==> config.mk <==
export PLATFORM = sky130hd
export DESIGN_NAME = uart_tx_scheduler
export DESIGN_NICKNAME = d
export VERILOG_FILES = /design/src/rtl/uart_sched_pkg.sv /design/src/rtl/uart_tx_scheduler_rr_picker.sv /design/src/rtl/uart_tx_scheduler.sv
export SDC_FILE = /design/constraint.sdc
export NUM_CORES = 1
export LEC_CHECK = 0
export ABC_AREA = 0
export CORE_UTILIZATION = 39
export DETAILED_ROUTE_END_ITERATION = 8
export GPL_TIMING_DRIVEN = 0
export PLACE_DENSITY = 0.66
export SLEW_MARGIN = 20
export SYNTH_ARGS = -nofsm -noshare
export SYNTH_HDL_FRONTEND = slang
export SYNTH_HIERARCHICAL = 1
export SYNTH_SLANG_ARGS = --single-unit
==> constraint.sdc <==
create_clock -name osc_clk -period 2.5 [get_ports osc_clk]
set_input_delay 0.25 -clock osc_clk [delete_from_list [all_inputs] [get_ports osc_clk]]
set_output_delay 0.25 -clock osc_clk [all_outputs]
set_load 0.02 [all_outputs]
==> src/rtl/uart_sched_pkg.sv <==
// Shared types and constants for the uart_tx round-robin scheduler.
// Holds the FSM state encoding, the grant index width and the default tag nibble.
package uart_sched_pkg;

    localparam int         GRANT_W = 3;
    localparam int         MAX_REQ = 8;
    localparam logic [7:0] TAG_NIB = 8'hA0;

    typedef enum logic [2:0] {
        ST_IDLE,
        ST_LOAD,
        ST_ISSUE,
        ST_WAIT_ACT,
        ST_WAIT_DONE,
        ST_DRAIN
    } sched_state_t;

endpackage

==> src/rtl/uart_tx_scheduler_rr_picker.sv <==
// Combinational round-robin picker: first valid requester after the last grant,
// wrapping modulo NUM_REQ, plus an any-valid flag.
module rr_picker
    import uart_sched_pkg::*;
#(
    parameter int NUM_REQ = 4
)(
    input  logic [NUM_REQ-1:0] valid,
    input  logic [GRANT_W-1:0] last,
    output logic [GRANT_W-1:0] grant,
    output logic               any
);

    // Zero-extended so a GRANT_W-bit index always selects in range.
    logic [MAX_REQ-1:0] valid_ext;
    logic [GRANT_W-1:0] idx;

    assign valid_ext = MAX_REQ'(valid);

    always_comb begin
        grant = '0;
        any   = 1'b0;
        idx   = '0;
        for (int k = 1; k <= NUM_REQ; k++) begin
            idx = GRANT_W'((int'(last) + k) % NUM_REQ);
            if (!any && valid_ext[idx]) begin
                any   = 1'b1;
                grant = idx;
            end
        end
    end

endmodule

==> src/rtl/uart_tx_scheduler.sv <==
// Shares one uart_tx between NUM_REQ byte producers with round-robin arbitration and a frame watchdog.
// Optional macro UART_CHAN_TAG_EN prefixes every payload frame with a channel tag frame.
module uart_tx_scheduler
    import uart_sched_pkg::*;
#(
    parameter int NUM_REQ      = 4,
    parameter int TIMEOUT_CLKS = 16384
`ifdef UART_CHAN_TAG_EN
    ,
    parameter logic [7:0] TAG_BASE = TAG_NIB
`endif
)(
    input  logic                 osc_clk,
    input  logic                 i_Rst,
    input  logic [NUM_REQ-1:0]   i_Req_Valid,
    input  logic [8*NUM_REQ-1:0] i_Req_Byte,
    output logic [NUM_REQ-1:0]   o_Req_Ack,
    output logic                 o_Tx_DV,
    output logic [7:0]           o_Tx_Byte,
    input  logic                 i_Tx_Active,
    input  logic                 i_Tx_Done,
    output logic [GRANT_W-1:0]   o_Grant_Id,
    output logic                 o_Busy,
    output logic                 o_Timeout_Err
);

    localparam int WD_W = ($clog2(TIMEOUT_CLKS) > 15) ? $clog2(TIMEOUT_CLKS) : 15;

    sched_state_t       state;
    sched_state_t       state_next;
    logic [GRANT_W-1:0] last_q;
    logic [GRANT_W-1:0] pick_grant;
    logic               pick_any;
    logic [7:0]         byte_q;
    logic [WD_W-1:0]    wd_q;
    logic               wd_expired;
`ifdef UART_CHAN_TAG_EN
    logic               tag_phase_q;
`endif

    rr_picker #(
        .NUM_REQ (NUM_REQ)
    ) u_picker (
        .valid (i_Req_Valid),
        .last  (last_q),
        .grant (pick_grant),
        .any   (pick_any)
    );

    assign wd_expired = (wd_q == WD_W'(TIMEOUT_CLKS - 1));
    assign o_Busy     = (state != ST_IDLE);

    // IDLE also waits out a frame uart_tx may still be sending after a reset.
    always_comb begin
        state_next = state;
        case (state)
            ST_IDLE: begin
                if (!i_Tx_Active && !i_Tx_Done && pick_any)
                    state_next = ST_LOAD;
            end
            ST_LOAD: begin
                state_next = pick_any ? ST_ISSUE : ST_IDLE;
            end
            ST_ISSUE: begin
                state_next = ST_WAIT_ACT;
            end
            ST_WAIT_ACT: begin
                if (wd_expired)
                    state_next = ST_IDLE;
                else if (i_Tx_Active)
                    state_next = ST_WAIT_DONE;
            end
            ST_WAIT_DONE: begin
                if (wd_expired)
                    state_next = ST_IDLE;
                else if (i_Tx_Done)
                    state_next = ST_DRAIN;
            end
            ST_DRAIN: begin
                if (wd_expired)
                    state_next = ST_IDLE;
                else if (!i_Tx_Done) begin
`ifdef UART_CHAN_TAG_EN
                    state_next = tag_phase_q ? ST_ISSUE : ST_IDLE;
`else
                    state_next = ST_IDLE;
`endif
                end
            end
            default: state_next = ST_IDLE;
        endcase
    end

    // Ack, grant and DV are registered, so ack trails LOAD and DV trails ISSUE by one cycle.
    always_ff @(posedge osc_clk) begin
        if (i_Rst) begin
            state         <= ST_IDLE;
            last_q        <= GRANT_W'(NUM_REQ - 1);
            o_Req_Ack     <= '0;
            o_Tx_DV       <= 1'b0;
            o_Tx_Byte     <= '0;
            o_Grant_Id    <= '0;
            o_Timeout_Err <= 1'b0;
            byte_q        <= '0;
            wd_q          <= '0;
`ifdef UART_CHAN_TAG_EN
            tag_phase_q   <= 1'b0;
`endif
        end else begin
            state     <= state_next;
            o_Req_Ack <= '0;
            o_Tx_DV   <= 1'b0;
            case (state)
                ST_LOAD: begin
                    if (pick_any) begin
                        o_Req_Ack  <= NUM_REQ'(1) << pick_grant;
                        o_Grant_Id <= pick_grant;
                        last_q     <= pick_grant;
                        byte_q     <= i_Req_Byte[int'(pick_grant)*8 +: 8];
`ifdef UART_CHAN_TAG_EN
                        tag_phase_q <= 1'b1;
`endif
                    end
                end
                ST_ISSUE: begin
                    o_Tx_DV <= 1'b1;
                    wd_q    <= '0;
`ifdef UART_CHAN_TAG_EN
                    o_Tx_Byte <= tag_phase_q ? (TAG_BASE | {5'b0, o_Grant_Id}) : byte_q;
`else
                    o_Tx_Byte <= byte_q;
`endif
                end
                ST_WAIT_ACT, ST_WAIT_DONE, ST_DRAIN: begin
                    wd_q <= wd_q + 1'b1;
                    if (wd_expired)
                        o_Timeout_Err <= 1'b1;
`ifdef UART_CHAN_TAG_EN
                    if (wd_expired || (state == ST_DRAIN && !i_Tx_Done))
                        tag_phase_q <= 1'b0;
`endif
                end
                default: ;
            endcase
        end
    end

endmodule

* Word level (Yosys, flattened, before mapping)
Index checks and enable logic that the tools add are counted.
** Operators by class
- Add/sub/neg operators :: 5
- $lt $le $gt $ge :: 4
- Equality and inequality tests :: 10
- Shift operators :: 2
- Multiplexer cells :: 27
- Bitwise gates (word level) :: 6
- Reductions and logical operators :: 22
** Operators by type and width (number)
- $mux W3 :: 11
- $shiftx A32 B7 Y8 :: 1
- $pmux W15 S2 :: 1
- $pmux W3 S6 :: 1
- $lt A3 B4 Y1 const B :: 4
- $add A15 B1 Y15 const B :: 1
- $eq A15 B14 Y1 const B :: 1
- $bmux W1 S3 :: 4
- $mux W1 :: 9
- $ne A3 B3 Y1 const B :: 3
- $reduce_or A2 Y1 :: 4
- $eq A3 B2 Y1 const B :: 2
- $eq A3 B3 Y1 const B :: 2
- $reduce_or A3 Y1 :: 2
- $logic_and A1 B1 Y1 :: 5
- $logic_not A1 Y1 :: 5
- $add A2 B1 Y2 const B :: 2
- $add A2 B2 Y2 const B :: 2
- $and A1 B1 Y1 const A :: 4
- $reduce_and A2 Y1 :: 2
- $reduce_and A4 Y1 :: 1
- $shl A1 B3 Y4 const A :: 1
- $eq A3 B1 Y1 const B :: 1
- $logic_not A3 Y1 :: 1
- 5 further kinds :: 6
** Storage, ports and cells
- Flip-flop bits (word level) :: 45
- Input port bits :: 40
- Logic and storage cells :: 85

* Longest topological paths before layout
- Word-level depth :: 18
- Depth in mapped cells :: 7
- Mapped depth without buffers :: 6

* Modules after synthesis
The synthesis kept the hierarchy.
** By module, submodules not included
- uart_tx_scheduler :: instances 1, cells each 234, area an instance 2178.3 µm²
- rr_picker :: instances 1, cells each 16, area an instance 102.6 µm²

* Worst setup path before layout
Ideal clock, no wire load.
- Path type :: reg2reg
- Start point :: reg last_q[1]
- End point :: reg byte_q[3]
- Arrival time :: 1.765 ns
- Setup slack :: 0.608 ns
- Stages on the path, launching flop included :: 8
- Path buffers :: 1
- Cell sequence :: dfxtp_1 -> nand2b_1 -> a21oi_2 -> o221ai_2 -> buf_2 -> mux4_2 -> a22oi_1 -> nor2_1
** Between the ends
- Cells in the longest elaborated chain, start to end :: 16
** Ends and longest elaborated chain
- start: declaration :: line uart_tx_scheduler.sv:31 : logic [GRANT_W-1:0] last_q;
- start signal: assignment :: line uart_tx_scheduler.sv:98 : last_q <= GRANT_W'(NUM_REQ - 1);
- start signal: assignment :: line uart_tx_scheduler.sv:118 : last_q <= pick_grant;
- $add A2 B1 Y2 :: line uart_tx_scheduler_rr_picker.sv:25 : idx = GRANT_W'((int'(last) + k) % NUM_REQ);
- $reduce_or A2 Y1 (no line)
- $and A1 B1 Y1 (no line)
- $bmux W1 S3 :: line uart_tx_scheduler_rr_picker.sv:26 : if (!any && valid_ext[idx]) begin
- $mux W1 (implied by the code) :: line uart_tx_scheduler_rr_picker.sv:26
- $mux W1 :: line uart_tx_scheduler_rr_picker.sv:26
- $logic_not A1 Y1 :: line uart_tx_scheduler_rr_picker.sv:26
- $logic_and A1 B1 Y1 :: line uart_tx_scheduler_rr_picker.sv:26
- $mux W1 :: line uart_tx_scheduler_rr_picker.sv:26
- $logic_not A1 Y1 :: line uart_tx_scheduler_rr_picker.sv:26
- $logic_and A1 B1 Y1 :: line uart_tx_scheduler_rr_picker.sv:26
- $mux W1 :: line uart_tx_scheduler_rr_picker.sv:26
- $logic_not A1 Y1 :: line uart_tx_scheduler_rr_picker.sv:26
- $logic_and A1 B1 Y1 :: line uart_tx_scheduler_rr_picker.sv:26
- $mux W3 * :: line uart_tx_scheduler_rr_picker.sv:26
- via pick_grant[0] :: line uart_tx_scheduler.sv:32 : logic [GRANT_W-1:0] pick_grant;
- $shiftx A32 B7 Y8 * :: line uart_tx_scheduler.sv:119 : byte_q <= i_Req_Byte[int'(pick_grant)*8 +: 8];
- end signal: assignment :: line uart_tx_scheduler.sv:119
- end: declaration :: line uart_tx_scheduler.sv:34 : logic [7:0] byte_q;
The timed path passes the listed nets; every way through them passes the cells marked *. The select of a mux whose other input is x is not followed.
A chain may end at the register's enable or synchronous reset.

* Final worst setup path
- Start point :: in i_Req_Valid[3]
- End point :: reg byte_q[2]
** Between the ends
- Cells in the longest elaborated chain, start to end :: 13
** Ends and longest elaborated chain
- start: declaration :: line uart_tx_scheduler.sv:15 : input logic [NUM_REQ-1:0] i_Req_Valid,
- $bmux W1 S3 :: line uart_tx_scheduler_rr_picker.sv:26
- $mux W1 (implied by the code) :: line uart_tx_scheduler_rr_picker.sv:26
- $mux W1 :: line uart_tx_scheduler_rr_picker.sv:26
- $logic_not A1 Y1 :: line uart_tx_scheduler_rr_picker.sv:26
- $logic_and A1 B1 Y1 :: line uart_tx_scheduler_rr_picker.sv:26
- $mux W1 :: line uart_tx_scheduler_rr_picker.sv:26
- $logic_not A1 Y1 :: line uart_tx_scheduler_rr_picker.sv:26
- $logic_and A1 B1 Y1 :: line uart_tx_scheduler_rr_picker.sv:26
- $mux W1 :: line uart_tx_scheduler_rr_picker.sv:26
- $logic_not A1 Y1 :: line uart_tx_scheduler_rr_picker.sv:26
- $logic_and A1 B1 Y1 :: line uart_tx_scheduler_rr_picker.sv:26
- $mux W3 * :: line uart_tx_scheduler_rr_picker.sv:26
- via pick_grant[0] :: line uart_tx_scheduler.sv:32
- $shiftx A32 B7 Y8 * :: line uart_tx_scheduler.sv:119
Marks and branches as above.

==> key figures <==
Synth
  – Synthesized instance count: 250
  – Post-synthesis sequential area ratio: 39.5%
  – Avg Cell Area, Syn: 9.12 um^2
  – Syn Nets: 291
  – YS warnings: 6
  – Count of cell types in the netlist: 58
  – Asr flop ratio synth: 0%
  – Post-synth EDFFs: 0
  – Dominant synthesized flop cell: dfxtp_1
  – Post-synthesis register bit count: 45
  – Cell Area, Synth: 0.00228 mm^2

Floorplanning
  – Chip width: 78.5 um
  – Total core area: 0.00557 mm^2
  – Num ports: 58
  – Die footprint: 0.00616 mm^2
  – Die H: 78.5 um
  – Std-Cell Rows: 27
  – Initial Util: 40.9%

GRT
  – Antenna violations before repair: 0
  – GRT overflow: 0
  – Global-route wire length before repair: 9510 um
  – Global Route Usage Sum: 19.5%
  – Number of global-route vias before repair: 2,077
  – Largest net degree at the start of global routing: 15

Setup path
  – Critical Path Stages: 8
  – Worst path cell trace: clkdlybuf4s50_1 -> and2b_1 -> a21oi_2 -> o221ai_2 -> buf_2 -> mux4_2 -> a22oi_1 -> nor2_1
  – Critical path peak fanout: 10
  – Crit Path Class: in -> reg
  – Buf/Inv on CP: 2
  – Worst Reg-to-Reg Cells: 7
  – Crit path DAT: 2330 ps
  – Startpoint Class: primary input
  – Top Family by Delay on Critical Path: buffers and inverters
  – Setup crit end kind: flip-flop
  – CP max stage cell: mux4_2
  – Data required, critical path: 2680 ps
  – CP max stage delay: 550 ps

STA
  – # setup viols final: 0
  – Crit share post-route: 85.8%
  – Setup TNS: 0 ps
  – Final min period: 2140 ps
  – Final slew viol count: 0
  – FMAX: 0.466 GHz
  – Min Hold Slack: 457 ps
  – Rel. slew slack: 63.0%
  – Endpoints failing hold: 0
  – Final setup skew: 6.54 ps
  – Worst-margin pin slew: 555 ps
  – RSZ-0062 raised after global routing: false
  – Setup ws final: 356 ps

Placed design
  – Dpl ws: 18.7 ps
  – DP Wirelength: 4160 um
  – Dpl cell area: 0.00294 mm^2
  – GP Congestion: 0.803
  – Placed insts: 379
  – I/O Buffers: 57

Final layout
  – Final Core Density: 54.9%
  – Final nets: 355
  – Design Area, Final: 0.00306 mm^2
  – Area grow syn2layout: 34.2%
  – # diodes: 0
  – Non-Filler Instances: 387
  – Share of cells above drive strength 1: 12.7%

Power
  – Power Total: 1.59 mW
  – Worst ir drop on vdd: 0.237 mV
  – Pwr dens: 521 mW/mm^2
  – P_leak: 1.12 nW

Route
  – Drt total wl: 5510 um
  – Wire length per cell: 14.2 um
  – Vias/cell: 5.43
  – DR vias: 2,103
  – First drt pass iteration count: 5
  – DRC Markers: 0
  – Antenna-violating nets left: 0
  – Initial DRC Count: 106

CTS
  – H-Tree Depth: 2
  – CTS tree: yes
  – Max Buffers Root-to-Sink: 2
  – Clk root buf: clkbuf_8
  – Worst-skew pair later-pin latency: 300 ps
  – # clock sinks: 45
  – TritonCTS Buffers: 5
  – CTS resizes: 0
  – CTS Hold Bufs: 0
  – Setup Buffers After CTS: 0
  – Clock Pin Slew Worst Setup and Hold Paths: 90 ps

Run status
  – Status: complete, no violations

Worst hold path
  – Hold Path Cell Cnt: 2
  – Hold Path Class: reg -> reg

Flow run
  – Max-cap viol count: 0
[registers in the layout, summed over array words and instances (netlist names)]
signal and cells:
wd_q 15, byte_q 8, o_Tx_Byte 8, o_Req_Ack 4
o_Grant_Id 3, state 3, last_q 2, o_Timeout_Err 1
o_Tx_DV 1
[logic make-up after synthesis]
kind of cell / Yosys count / share of synthesized area (%)
AOI/OAI and AO/OA: 54 / 16.7
muxes: 15 / 11.3
buffers and inverters: 21 / 4.83
other: 1 / 0.164
adders and majority gates: 1 / 0.548
DFF: 45 / 39.5
xor gates and xnor gates: 2 / 0.768
and+or+nand+nor: 111 / 26.2
[tightest hold or removal path, stage by stage (launching register included)]
cell	delay, ps
dfxtp_1	320
nand2_1	50
a21oi_1	50
[metal layers]
metal  wire length [um]  up-vias  GRT usage, %
met5                  0        -             0
met4                 19        0          4.44
met3                332        2          5.58
met2               2650       59          33.8
met1               2500     1004          23.8
li1                   -     1038             -
[worst paths after layout]
kind,startpoint,end,slack (ps)
worst max-delay path,i_Req_Valid[3],byte_q[2],360
worst min-delay path,o_Tx_Byte[3],o_Tx_Byte[3],460
worst max register to register,last_q[1],byte_q[2],390
worst min register to register,o_Tx_Byte[3],o_Tx_Byte[3],460
[final cells by class]
cell class / count / area (um^2)
buffer: 18 / 98.8
clock buffer: 6 / 82.6
clock inverter: 2 / 37.5
fill: 544 / 2510
inverter: 3 / 11.3
multi-input combinational: 184 / 1270
sequential: 45 / 901
tap: 72 / 90.1
timing repair buffer: 57 / 571
[synth_stat cells (2+ instances only)]
master	n	share of area, %
nor2b_1	2	0.55
nand4b_1	3	1.2
nand3b_1	2	0.66
a211oi_1	2	0.66
buf_4	2	0.66
buf_6	2	0.99
mux2_1	3	1.5
a31o_2	2	0.77
nor3_1	4	0.88
a21oi_2	2	0.77
a22oi_1	8	2.6
a21oi_1	22	4.8
mux4_2	8	7.9
buf_2	7	1.5
nand4_1	3	0.82
inv_1	3	0.49
mux2_2	3	1.5
or3_1	2	0.55
nand3_1	5	1.1
o21ai_0	2	0.44
nor2_1	27	4.4
o22a_1	2	0.77
nand2_1	37	6.1
and3_1	2	0.55
nand2b_1	5	1.4
clkbuf_1	6	0.99
and2_1	2	0.55
a31oi_1	2	0.55
dfxtp_1	45	39
nor3b_1	5	1.6
xor2_1	2	0.77
a41oi_1	2	0.77
[power breakdown]
part | total (mW) | switching, mW | internal (mW) | leakage [nW]
clock network | 0.577 | 0.252 | 0.325 | 0.0574
registers | 0.748 | 0.0145 | 0.733 | 0.364
logic | 0.270 | 0.121 | 0.149 | 0.694
total | 1.59 | 0.388 | 1.21 | 1.12
[layout by cell type (no fill, tap or decap), drive strengths merged, types with 3 or more instances in the layout]
| cell | synthesis | routed |
|---|---|---|
| clkdlybuf4s50 | 0 | 57 |
| inv | 3 | 3 |
| mux4 | 8 | 8 |
| nor2 | 27 | 27 |
| nand2 | 37 | 37 |
| clkbuf | 6 | 12 |
| dfxtp | 45 | 45 |
| nand3b | 3 | 3 |
| nand3 | 5 | 5 |
| nor3b | 5 | 5 |
| nor3 | 4 | 4 |
| mux2 | 6 | 6 |
| buf | 12 | 12 |
| nand4 | 4 | 4 |
| a21oi | 24 | 24 |
| nand2b | 5 | 5 |
| nand4b | 3 | 3 |
| a22oi | 8 | 8 |
| a211oi | 3 | 3 |
Note: power is estimated with default switching activity, not from simulation.
